File: src/rtl/dmem_arbiter_pkg.sv
// Shared definitions for the data-memory arbiter: FSM state encoding,
// owner encoding and the default byte-address width.
package dmem_arbiter_pkg;

    localparam int unsigned ADDR_W_DEF = 7;

    typedef enum logic [1:0] {
        ST_IDLE = 2'd0,
        ST_HI   = 2'd1,
        ST_LO   = 2'd2,
        ST_DONE = 2'd3
    } state_t;

    typedef enum logic {
        OWN_CPU = 1'b0,
        OWN_DMA = 1'b1
    } owner_t;

endpackage

File: src/rtl/dmem_rr_pick.sv
// Two-requester round-robin picker. On simultaneous requests the requester
// not served last wins; the last-served register resets to DMA so the CPU
// wins the first contest.
module dmem_rr_pick
    import dmem_arbiter_pkg::*;
(
    input  logic   Clock,
    input  logic   Reset,
    input  logic   req_cpu,
    input  logic   req_dma,
    input  logic   take,
    output owner_t pick
);

    owner_t last;

    // Choose the winner from the current requests and the last-served owner
    always_comb begin
        pick = OWN_CPU;
        if (req_cpu && req_dma)
            pick = (last == OWN_CPU) ? OWN_DMA : OWN_CPU;
        else if (req_dma)
            pick = OWN_DMA;
    end

    // Remember who was granted whenever a grant is actually taken
    always_ff @(posedge Clock or posedge Reset) begin
        if (Reset)
            last <= OWN_DMA;
        else if (take)
            last <= pick;
    end

endmodule

File: src/rtl/dmem_arbiter.sv
// Arbiter sharing one byte-wide synchronous data memory between a CPU and a
// DMA/debug requester issuing 16-bit big-endian word accesses.
// Optional macro DMEM_ARB_RR_EN: round-robin arbitration; when undefined,
// the CPU has fixed priority on simultaneous requests.
module dmem_arbiter
    import dmem_arbiter_pkg::*;
#(
    parameter int unsigned ADDR_W = ADDR_W_DEF
) (
    input  logic              Clock,
    input  logic              Reset,
    input  logic              CpuReq,
    input  logic              CpuWe,
    input  logic [15:0]       CpuAddr,
    input  logic [15:0]       CpuWData,
    output logic              CpuAck,
    output logic [15:0]       CpuRData,
    input  logic              DmaReq,
    input  logic              DmaWe,
    input  logic [15:0]       DmaAddr,
    input  logic [15:0]       DmaWData,
    output logic              DmaAck,
    output logic [15:0]       DmaRData,
    output logic [ADDR_W-1:0] MemAddr,
    output logic [7:0]        MemWData,
    output logic              MemWe,
    output logic              MemRe,
    input  logic [7:0]        MemRData
);

    state_t              state;
    owner_t              owner;
    owner_t              pick;
    logic                take;
    logic                we_l;
    logic [ADDR_W-1:0]   addr_l;
    logic [7:0]          wlo_l;
    logic [7:0]          hi_byte;
    logic                sel_we;
    logic [ADDR_W-1:0]   sel_addr;
    logic [15:0]         sel_wdata;
    logic                unused_addr_hi;

    // Only the low ADDR_W address bits reach the memory
    assign unused_addr_hi = ^{CpuAddr, DmaAddr};

    assign take = (state == ST_IDLE) && (CpuReq || DmaReq);

`ifdef DMEM_ARB_RR_EN
    dmem_rr_pick u_pick (
        .Clock   (Clock),
        .Reset   (Reset),
        .req_cpu (CpuReq),
        .req_dma (DmaReq),
        .take    (take),
        .pick    (pick)
    );
`else
    assign pick = CpuReq ? OWN_CPU : OWN_DMA;
`endif

    // Route the winning requester's fields toward the latch
    always_comb begin
        sel_we    = CpuWe;
        sel_addr  = CpuAddr[ADDR_W-1:0];
        sel_wdata = CpuWData;
        if (pick == OWN_DMA) begin
            sel_we    = DmaWe;
            sel_addr  = DmaAddr[ADDR_W-1:0];
            sel_wdata = DmaWData;
        end
    end

    // Transaction FSM: strobes are registered on the edge entering HI/LO so
    // they coincide with those states; the low read byte only arrives during
    // DONE, so the word and the ack are registered on the DONE->IDLE edge.
    always_ff @(posedge Clock or posedge Reset) begin
        if (Reset) begin
            state    <= ST_IDLE;
            owner    <= OWN_CPU;
            we_l     <= 1'b0;
            addr_l   <= '0;
            wlo_l    <= '0;
            hi_byte  <= '0;
            MemAddr  <= '0;
            MemWData <= '0;
            MemWe    <= 1'b0;
            MemRe    <= 1'b0;
            CpuAck   <= 1'b0;
            DmaAck   <= 1'b0;
            CpuRData <= '0;
            DmaRData <= '0;
        end else begin
            MemWe  <= 1'b0;
            MemRe  <= 1'b0;
            CpuAck <= 1'b0;
            DmaAck <= 1'b0;
            case (state)
                ST_IDLE: begin
                    if (take) begin
                        owner    <= pick;
                        we_l     <= sel_we;
                        addr_l   <= sel_addr;
                        wlo_l    <= sel_wdata[7:0];
                        MemAddr  <= sel_addr;
                        MemWData <= sel_wdata[15:8];
                        MemWe    <= sel_we;
                        MemRe    <= !sel_we;
                        state    <= ST_HI;
                    end
                end
                ST_HI: begin
                    MemAddr  <= addr_l + ADDR_W'(1);
                    MemWData <= wlo_l;
                    MemWe    <= we_l;
                    MemRe    <= !we_l;
                    state    <= ST_LO;
                end
                ST_LO: begin
                    hi_byte <= MemRData;
                    state   <= ST_DONE;
                end
                default: begin
                    if (owner == OWN_CPU) begin
                        CpuAck <= 1'b1;
                        if (!we_l)
                            CpuRData <= {hi_byte, MemRData};
                    end else begin
                        DmaAck <= 1'b1;
                        if (!we_l)
                            DmaRData <= {hi_byte, MemRData};
                    end
                    state <= ST_IDLE;
                end
            endcase
        end
    end

endmodule
File: config.mk
export PLATFORM = sky130hd
export DESIGN_NAME = dmem_arbiter
export DESIGN_NICKNAME = d
export VERILOG_FILES = /design/src/rtl/dmem_arbiter_pkg.sv /design/src/rtl/dmem_rr_pick.sv /design/src/rtl/dmem_arbiter.sv
export SDC_FILE = /design/constraint.sdc
export NUM_CORES = 1
export LEC_CHECK = 0
export ABC_AREA = 1
export CAP_MARGIN = 15
export CORE_MARGIN = 3
export CORE_UTILIZATION = 44
export DETAILED_ROUTE_END_ITERATION = 16
export GPL_TIMING_DRIVEN = 0
export PLACE_DENSITY_LB_ADDON = 0.05
export SYNTH_ARGS = -nofsm -noshare
export SYNTH_HDL_FRONTEND = slang
export SYNTH_SLANG_ARGS = --single-unit
File: constraint.sdc
create_clock -name Clock -period 3.6 [get_ports Clock]
set_clock_uncertainty 0.05 [all_clocks]
set_input_delay 0.72 -clock Clock [delete_from_list [all_inputs] [get_ports Clock]]
set_output_delay 0.72 -clock Clock [all_outputs]
set_load 0.02 [all_outputs]
==> results.json, run 1 <==
{
  "top_layer": "met4",
  "finalCritPeriodShare_pct": 58.8,
  "rows": 31,
  "drtIter0Drc": 118,
  "worst_pin_slew_ns": 0.503,
  "synth_common_cells": "nand2_1, dfrtp_1, o21ai_0, inv_1, nand3_1",
  "critPathLaunchType": "flip-flop",
  "start_util_pct": 46.8,
  "status": "finished clean",
  "cts.reportedPaths.clkPinSlew_ns": 0.08,
  "die_h_um": 95.0,
  "antenna_cells": 0,
  "synth_top_area_share_pct": 56.0,
  "hold_viol": 0,
  "clock_path_buffers": 2,
  "grt_use_total_pct": 20.5,
  "synth_top_area_cell": "dfrtp_1",
  "clkLatencyLatePin_ns": 0.35,
  "hold_buffers": 0,
  "seq_power_share_pct": 35.8,
  "grt_setup_unrepaired": "false",
  "drt-total-wl_um": 8670,
  "fillCellCount": 653,
  "netlist_area_um2": 3480,
  "vias": 3083,
  "ff_latch_area_um2": 1950,
  "syn_inst": 408,
  "crit_path_top_delay_cell": "clkdlybuf4s50_1",
  "worst_path_largest_cell_delay_ns": 0.63,
  "cts_setup_buffers": 0,
  "cts.sinks": 78,
  "synthMostInstantiatedCell": "nand2_1",
  "synth_seq_cells": 78,
  "path_delay_family": "buffers and inverters",
  "finalWorstPathRequiredPeriod_ns": 2.12,
  "synthDistinctLibCells": 23,
  "drc_errors": 0,
  "numCtsBuffers": 9,
  "drt_first_pass_iters": 4,
  "slew_headroom_pct": 66.5,
  "ys_warn_count": 0,
  "maxSlewViolCount": 0,
  "antenna_found_initial": 0,
  "antenna_left": 0,
  "placed_area_um2": 4730,
  "dieArea_um2": 9020,
  "cp.arrival_ns": 1.35,
  "via_per_inst": 4.87,
  "avgSynthCellArea_um2": 8.54,
  "p_per_area_nw_per_um2": 863,
  "ctsResizeCount": 0,
  "synthesis.nets": 491,
  "dpl.cell_count": 617,
  "end_kind": "primary output",
  "worstPathMaxFanout": 2,
  "synthTopCellsByArea": "dfrtp_1, nand2_1, o21ai_0",
  "dr_wl_met3_um": 671,
  "die_width_um": 95.0,
  "cp_num_buf_inv": 1,
  "drive_above_1_share_pct": 7.68,
  "core-area_um2": 7450,
  "clkPwrFrac_pct": 15.5,
  "maxCapViolCount": 0,
  "gp_congestion": 0.782,
  "wirelength_met1_um": 3800,
  "grt_pass1_vias": 3002,
  "synth_edf_count": 0,
  "setup_viol": 0,
  "dp_hpwl_um": 6360,
  "timing.fmax_mhz": 472,
  "layout.nets": 612,
  "seq_area_frac_synth_pct": 56.0,
  "power_switching_mw": 1.73,
  "final_cells": 633,
  "p_leak_nw": 2.31,
  "ctsHtreeMaxLevel": 3,
  "utilization_pct": 66.1,
  "ys_async_sr_fraction_pct": 100,
  "finish.instance_area_um2": 4920,
  "grt_max_degree": 62,
  "ir_drop_v": 0.000311,
  "wire_per_inst_um": 13.7,
  "hp-class": "flip-flop to flip-flop",
  "multi_input_area_um2": 1260,
  "met2_length_um": 4050,
  "syn_to_final_growth_pct": 41.4,
  "worstPathRequired_ns": 2.83,
  "num_io_pins": 129,
  "pwr-share-comb_pct": 48.7,
  "clockRootBuffer": "clkbuf_8",
  "power.internal_mw": 2.52,
  "numPortBuffers": 109,
  "grt_pass1_wl_um": 14200,
  "critical_path_class": "flip-flop to primary output",
  "cts_tree": "done",
  "p_sw_share_pct": 40.7,
  "synthFlopType": "dfrtp_1",
  "overflow": 0,
  "cp_cell_sequence": "clkdlybuf4s50_1"
}
-- cell families (layout without fill, tap and decap cells) --
| group | count (synthesis) | after routing | synth area share (%) |
|---|---|---|---|
| flops | 78 | 78 | 56.0 |
| compound gates | 88 | 88 | 13.7 |
| simple gates | 180 | 180 | 20.6 |
| buf+inv | 57 | 183 | 7.87 |
| fa+ha+maj | 5 | 5 | 1.80 |
-- power by group through the flow --
| stage | combinational (mW) | clock (mW) | sequential (mW) |
|---|---|---|---|
| finish | 2.07 | 0.657 | 1.52 |
| global route | 2.31 | 0.718 | 1.58 |
| floorplan | 0.894 | 0 | 1.83 |
| global placement | 2.04 | 0 | 1.53 |
| CTS | 2.09 | 0.670 | 1.52 |
| detailed placement | 2.08 | 0 | 1.54 |
-- layer usage --
layer	GRT usage, %	vias to the layer above
met5	0	-
met4	6.73	0
met3	5.90	14
met2	34.1	116
met1	25.8	1407
li1	-	1546
-- cell usage in the layout, fill, tap and decap left out, types with 2 or more instances in the layout --
cell type        Yosys  layout
nand3_1             21      21
nand2_1            135     135
clkdlybuf4s50_1      0     109
a31oi_1             10      10
o21ai_0             62      62
or2_1                2       2
ha_1                 5       5
dfrtp_1             78      78
inv_1               34      33
o21bai_1             2       2
inv_2                2       2
clkbuf_1             6       6
clkinvlp_4           0       2
clkinv_2             0       2
buf_2                7       7
or2_2                2       2
inv_4                1       2
inv_6                0       2
o211ai_1             2       2
nor2_1              18      18
clkbuf_8             0       9
buf_6                6       6
o21ai_1             10      10
-- registers in the layout (all words and copies together), names as in the netlist --
signal    count
state         2
CpuRData     16
owner         1
wlo_l         8
MemWe         1
DmaAck        1
DmaRData     16
hi_byte       8
addr_l        7
MemRe         1
CpuAck        1
we_l          1
MemWData      8
MemAddr       7
-- worst paths after layout --
kind / start / endpoint / slack [ns] / cells after the start
max: MemWData[7]$_DFFE_PP0P_ / MemWData[7] / 1.48 / 1
min: we_l$_DFFE_PP0P_ / MemRe$_DFF_PP0_ / 0.39 / 1
max reg2reg: state[1]$_DFFE_PP0P_ / MemAddr[2]$_DFFE_PP0P_ / 1.85 / 7
min reg2reg: we_l$_DFFE_PP0P_ / MemRe$_DFF_PP0_ / 0.39 / 1
max in group asynchronous: Reset / owner$_DFFE_PP0P_ / 2.32 / 3
min in group asynchronous: Reset / MemAddr[2]$_DFFE_PP0P_ / 0.61 / 2
-- metrics by stage --
stage	total power [mW]	hold WS, ns	TNS [ns]	setup WS, ns
floorplan	2.73	0.365	0	0.835
global placement	3.57	0.380	-31.13	-0.402
detailed placement	3.62	0.384	0	1.52
CTS	4.29	0.392	0	1.47
global route	4.60	0.398	0	1.43
finish	4.25	0.392	0	1.48
-- layout make-up --
type / instances / share of cell area, %
repair buffers: 110 / 22.7
inverters: 37 / 2.92
well taps: 99 / 2.52
multi-input cells: 273 / 25.5
clock buffers: 9 / 2.52
plain buffers: 20 / 2.69
flip-flops and latches: 78 / 39.6
clock inverters: 7 / 1.47
Note: power is estimated with default switching activity, not from simulation.
==> run 2: changes to the inputs <==
==> constraint.sdc (replaced) <==
create_clock -name Clock -period 2.05 [get_ports Clock]
set_clock_uncertainty 0.05 [all_clocks]
set_input_delay 0.41 -clock Clock [delete_from_list [all_inputs] [get_ports Clock]]
set_output_delay 0.41 -clock Clock [all_outputs]
set_load 0.02 [all_outputs]
==> results.json, run 2 (synthesis results as in run 1) <==
{
  "status": "finished clean",
  "cp.arrival_ns": 1.36,
  "via_per_inst": 4.90,
  "critical_path_class": "flip-flop to primary output",
  "syn_to_final_growth_pct": 42.1,
  "fillCellCount": 644,
  "drt-total-wl_um": 8840,
  "grt_setup_unrepaired": "false",
  "maxCapViolCount": 0,
  "finalCritPeriodShare_pct": 88.6,
  "grt_use_total_pct": 21.0,
  "overflow": 0,
  "clock_path_buffers": 2,
  "worst_path_largest_cell_delay_ns": 0.62,
  "end_kind": "primary output",
  "seq_power_share_pct": 35.1,
  "maxSlewViolCount": 0,
  "num_io_pins": 129,
  "grtUsageMet3_pct": 4.70,
  "worstPathRequired_ns": 1.59,
  "finalWorstPathRequiredPeriod_ns": 1.82,
  "rrSetupSlack_ns": 0.30,
  "antenna_left": 0,
  "grt_util_met2_pct": 36.2,
  "rows": 31,
  "largestRegisters": "CpuRData x16, DmaRData x16",
  "cts.sinks": 78,
  "start_util_pct": 46.8,
  "timing.setup.tns_ns": 0,
  "pwr-share-comb_pct": 47.7,
  "dp_hpwl_um": 6480,
  "drive_above_1_share_pct": 7.68,
  "path_delay_family": "buffers and inverters",
  "whs_ns": 0.377,
  "ir_drop_v": 0.000559,
  "vias": 3099,
  "die_width_um": 95.0,
  "cts.reportedPaths.clkPinSlew_ns": 0.08,
  "cp_num_buf_inv": 1,
  "p_per_area_nw_per_um2": 1540,
  "antenna_cells": 0,
  "drtIter0Drc": 127,
  "layout_setup_ws_ns": 0.234,
  "worstPathMaxFanout": 2,
  "hp-class": "primary input to flip-flop",
  "antenna_found_initial": 0,
  "layout_common_cells": "nand2_1, clkdlybuf4s50_1, dfrtp_1",
  "gp_congestion": 0.794,
  "numPortBuffers": 109,
  "worst_pin_slew_ns": 0.835,
  "drt_first_pass_iters": 4,
  "timing.fmax_mhz": 551,
  "cp_cell_sequence": "clkdlybuf4s50_1",
  "p_sw_share_pct": 40.3,
  "slew_headroom_pct": 44.2,
  "wire_per_inst_um": 14.0,
  "grt_max_degree": 42,
  "crit_path_top_delay_cell": "clkdlybuf4s50_1",
  "globalRouteMet1Util_pct": 25.2,
  "core-area_um2": 7450,
  "drc_errors": 0,
  "dieArea_um2": 9020,
  "hold_buffers": 0,
  "numCtsBuffers": 9,
  "clkPwrFrac_pct": 17.2,
  "clockRootBuffer": "clkbuf_8",
  "power_switching_mw": 3.08,
  "p_leak_nw": 2.32,
  "layout.nets": 612,
  "hold_viol": 0,
  "cts_setup_buffers": 0,
  "grt_pass1_vias": 3071,
  "ctsHtreeMaxLevel": 3,
  "power.internal_mw": 4.56,
  "busiest_layer": "met2",
  "cts_tree": "done",
  "die_h_um": 95.0,
  "setup_viol": 0,
  "critPathLaunchType": "flip-flop",
  "place_ws_ns": 0.269,
  "layout_commonest_cell": "nand2_1",
  "clkLatencyLatePin_ns": 0.36,
  "ctsResizeCount": 0,
  "grt_pass1_wl_um": 14400
}
run 2: cell count changes in the layout (fill, tap and decap cells not counted):
cell,change
clkinv_2,-2
buf_12,+1
buf_16,-1
bufinv_16,+1
clkinv_4,+1
inv_4,-1
inv_8,+1
run 2: cell type report:
cell class                 instances  area [µm²]  area share, %
timing repair buffer             110        1110           22.4
inverter                          37         145           2.93
buffer                            20         133           2.68
tap                               99         124           2.50
clock buffer                       9         124           2.50
clock inverter                     7         105           2.12
sequential                        78        1950           39.4
multi-input combinational        273        1260           25.4
run 2: power by group through the flow:
stage / combinational, mW / sequential [mW] / clock (mW)
global route: 4.04 / 2.79 / 1.40
floorplan: 1.57 / 3.22 / 0
global placement: 3.60 / 2.68 / 0
CTS: 3.70 / 2.69 / 1.34
finish: 3.65 / 2.69 / 1.32
detailed placement: 3.69 / 2.71 / 0
run 2: final timing paths:
kind                                          from  depth (start not counted)                  endpoint
max                        CpuRData[3]$_DFFE_PP0P_                          1               CpuRData[3]
min in group asynchronous                    Reset                          2  CpuRData[13]$_DFFE_PP0P_
max in group asynchronous                    Reset                          3    MemAddr[0]$_DFFE_PP0P_
min                                         CpuReq                          4      state[1]$_DFFE_PP0P_
max reg2reg                   state[1]$_DFFE_PP0P_                          7   MemWData[2]$_DFFE_PP0P_
min reg2reg                       we_l$_DFFE_PP0P_                          1           MemRe$_DFF_PP0_
run 2: per-stage QoR:
stage	cell area [µm²]	power (mW)	instances	util (%)
floorplan	3490	4.79	408	-
global placement	4700	6.28	616	63.1
detailed placement	4720	6.39	617	63.4
CTS	4950	7.72	633	66.5
global route	4950	8.23	633	66.5
finish	4950	7.65	633	66.5
run 2: routing by layer:
metal  routed length [µm]  vias to the layer above  share of wire (%)
li1                     -                     1551                  -
met1                 3740                     1431                 42
met2                 4380                      102                 50
met3                  558                       15                6.3
met4                  152                        0                1.7
met5                    0                        -                  0
==> run 3: changes to the inputs <==
--- a/config.mk
+++ b/config.mk
@@ -9,6 +9,7 @@
 export CAP_MARGIN = 15
 export CORE_MARGIN = 3
 export CORE_UTILIZATION = 44
+export CTS_CLUSTER_DIAMETER = 100
 export DETAILED_ROUTE_END_ITERATION = 16
 export GPL_TIMING_DRIVEN = 0
 export PLACE_DENSITY_LB_ADDON = 0.05
==> results of run 3 <==
No change in the layout: final DEF, timing and power equal those of run 2.
==> patch: new RTL, config.mk and constraints of run 2 <==
Set the package constant `ADDR_W_DEF` to 6 (it was 7).
--- a/src/rtl/dmem_arbiter_pkg.sv
+++ b/src/rtl/dmem_arbiter_pkg.sv
@@ -2,7 +2,7 @@
 // owner encoding and the default byte-address width.
 package dmem_arbiter_pkg;
 
-    localparam int unsigned ADDR_W_DEF = 7;
+    localparam int unsigned ADDR_W_DEF = 6;
 
     typedef enum logic [1:0] {
         ST_IDLE = 2'd0,
Ports: changed (resized MemAddr); port bits go from 129 to 128. No check against the original RTL was run, so the function may have changed too.
==> patch against run 2 <==
Power decreased by 3.3%. Design area shrank 1.3%. Critical path depth unchanged. Clock power shrank 11%. Sequential cell count fell by 2. Synthesized cell count is 0.25% lower. Synthesized area is 0.93% lower. Wire length barely moved. Setup slack better by 0.023 ns. Critical path type unchanged. Critical endpoint is now MemWData[7].
==> patch: results (changes against run 2) <==
metric	value	unit	change
gr-usage-met3	3.11	%	was 4.70%
dp_hpwl	6480	µm	about the same
finish.utilization	65.6	%	was 66.5%
dr_wl_met3	465	µm	was 558 µm
design.seq.count	76		was 78
met2_usage	32.4	%	was 36.2%
synth-xor-area-share	0.254	%	was 0%
seq_area	1900	µm²	was 1950 µm²
n_clock_buffer	10		was 9
internal_power	4.39	mW	was 4.56 mW
met1_usage	29.0	%	was 25.2%
power_density	1510	nW/µm²	was 1540 nW/µm²
hold_class	input port to asynchronous set/reset pin		was input port to flop
inverters	54		was 37
synth_compound_area_share	16.1	%	was 13.7%
tightest_slew	0.535	ns	was 0.835 ns
status	complete, no violations		unchanged
grt_pass1_wl	14200	µm	was 14400 µm
multi_input_area_share	25.2	%	was 25.4%
area_share_nonclk_buffers	25.1	%	about the same
drive_gt1_share	7.72	%	was 7.68%
p_comb_share	48.8	%	was 47.7%
multi_input_gates	259		was 273
wl_per_cell	14.0	µm	about the same
port_buffers	107		was 109
worst_ep_arrival_time	1.33	ns	was 1.36 ns
grtUsageTotal	20.8	%	was 21.0%
synthTopCellsByArea	dfrtp_1 55%, nand2_1 13%, o21ai_0 10%, inv_1 5.5%, ha_1 2.2%		was dfrtp_1 56%, nand2_1 15%, o21ai_0 8.9%, inv_1 3.7%, nand3_1 3.0%
yosys.area_share.adder	2.18	%	was 1.80%
synth_cell_types	22		was 23
clk_share	4.05	%	was 4.62%
nNonClkBuffers	127		was 130
met2_length	4210	µm	was 4380 µm
finalNetCount	611		was 612
avgSynthCellArea	8.48	µm²	was 8.54 µm²
yosysSeqAreaShare	55.1	%	was 56.0%
wl_met1	4040	µm	was 3740 µm
hold_ws	0.280	ns	was 0.377 ns
r2r-start	state[0]		was state[1]
routed_wl	8830	µm	was 8840 µm
vdd_drop_max	0.825	mV	was 0.559 mV
-- patch: cell types whose count changed in the layout (fill, tap and decap cells not counted), sizes merged, moves of 2 or more --
cell,before,now
a31oi,10,0
clkdlybuf4s50,109,107
dfrtp,78,76
inv,39,54
nand2,136,122
nand3,21,7
o21ai,74,91
o21bai,2,8
or2,4,1
-- patch: how the worst max path moves through the flow --
| stage | start | to | slack, ns | cells after the start |
|---|---|---|---|---|
| 2_1_floorplan | state[0] | wlo_l[0] | 0.57 | 8 |
| 3_3_place_gp | Reset | CpuRData[13] | -0.15 | 2 |
| 3_5_place_dp | CpuReq | wlo_l[0] | 0.07 | 7 |
| 4_1_cts | CpuRData[8] | CpuRData[8] | 0.24 | 1 |
| 5_1_grt | state[0] | wlo_l[6] | 0.15 | 8 |
| 6_report | MemWData[7] | MemWData[7] | 0.26 | 1 |
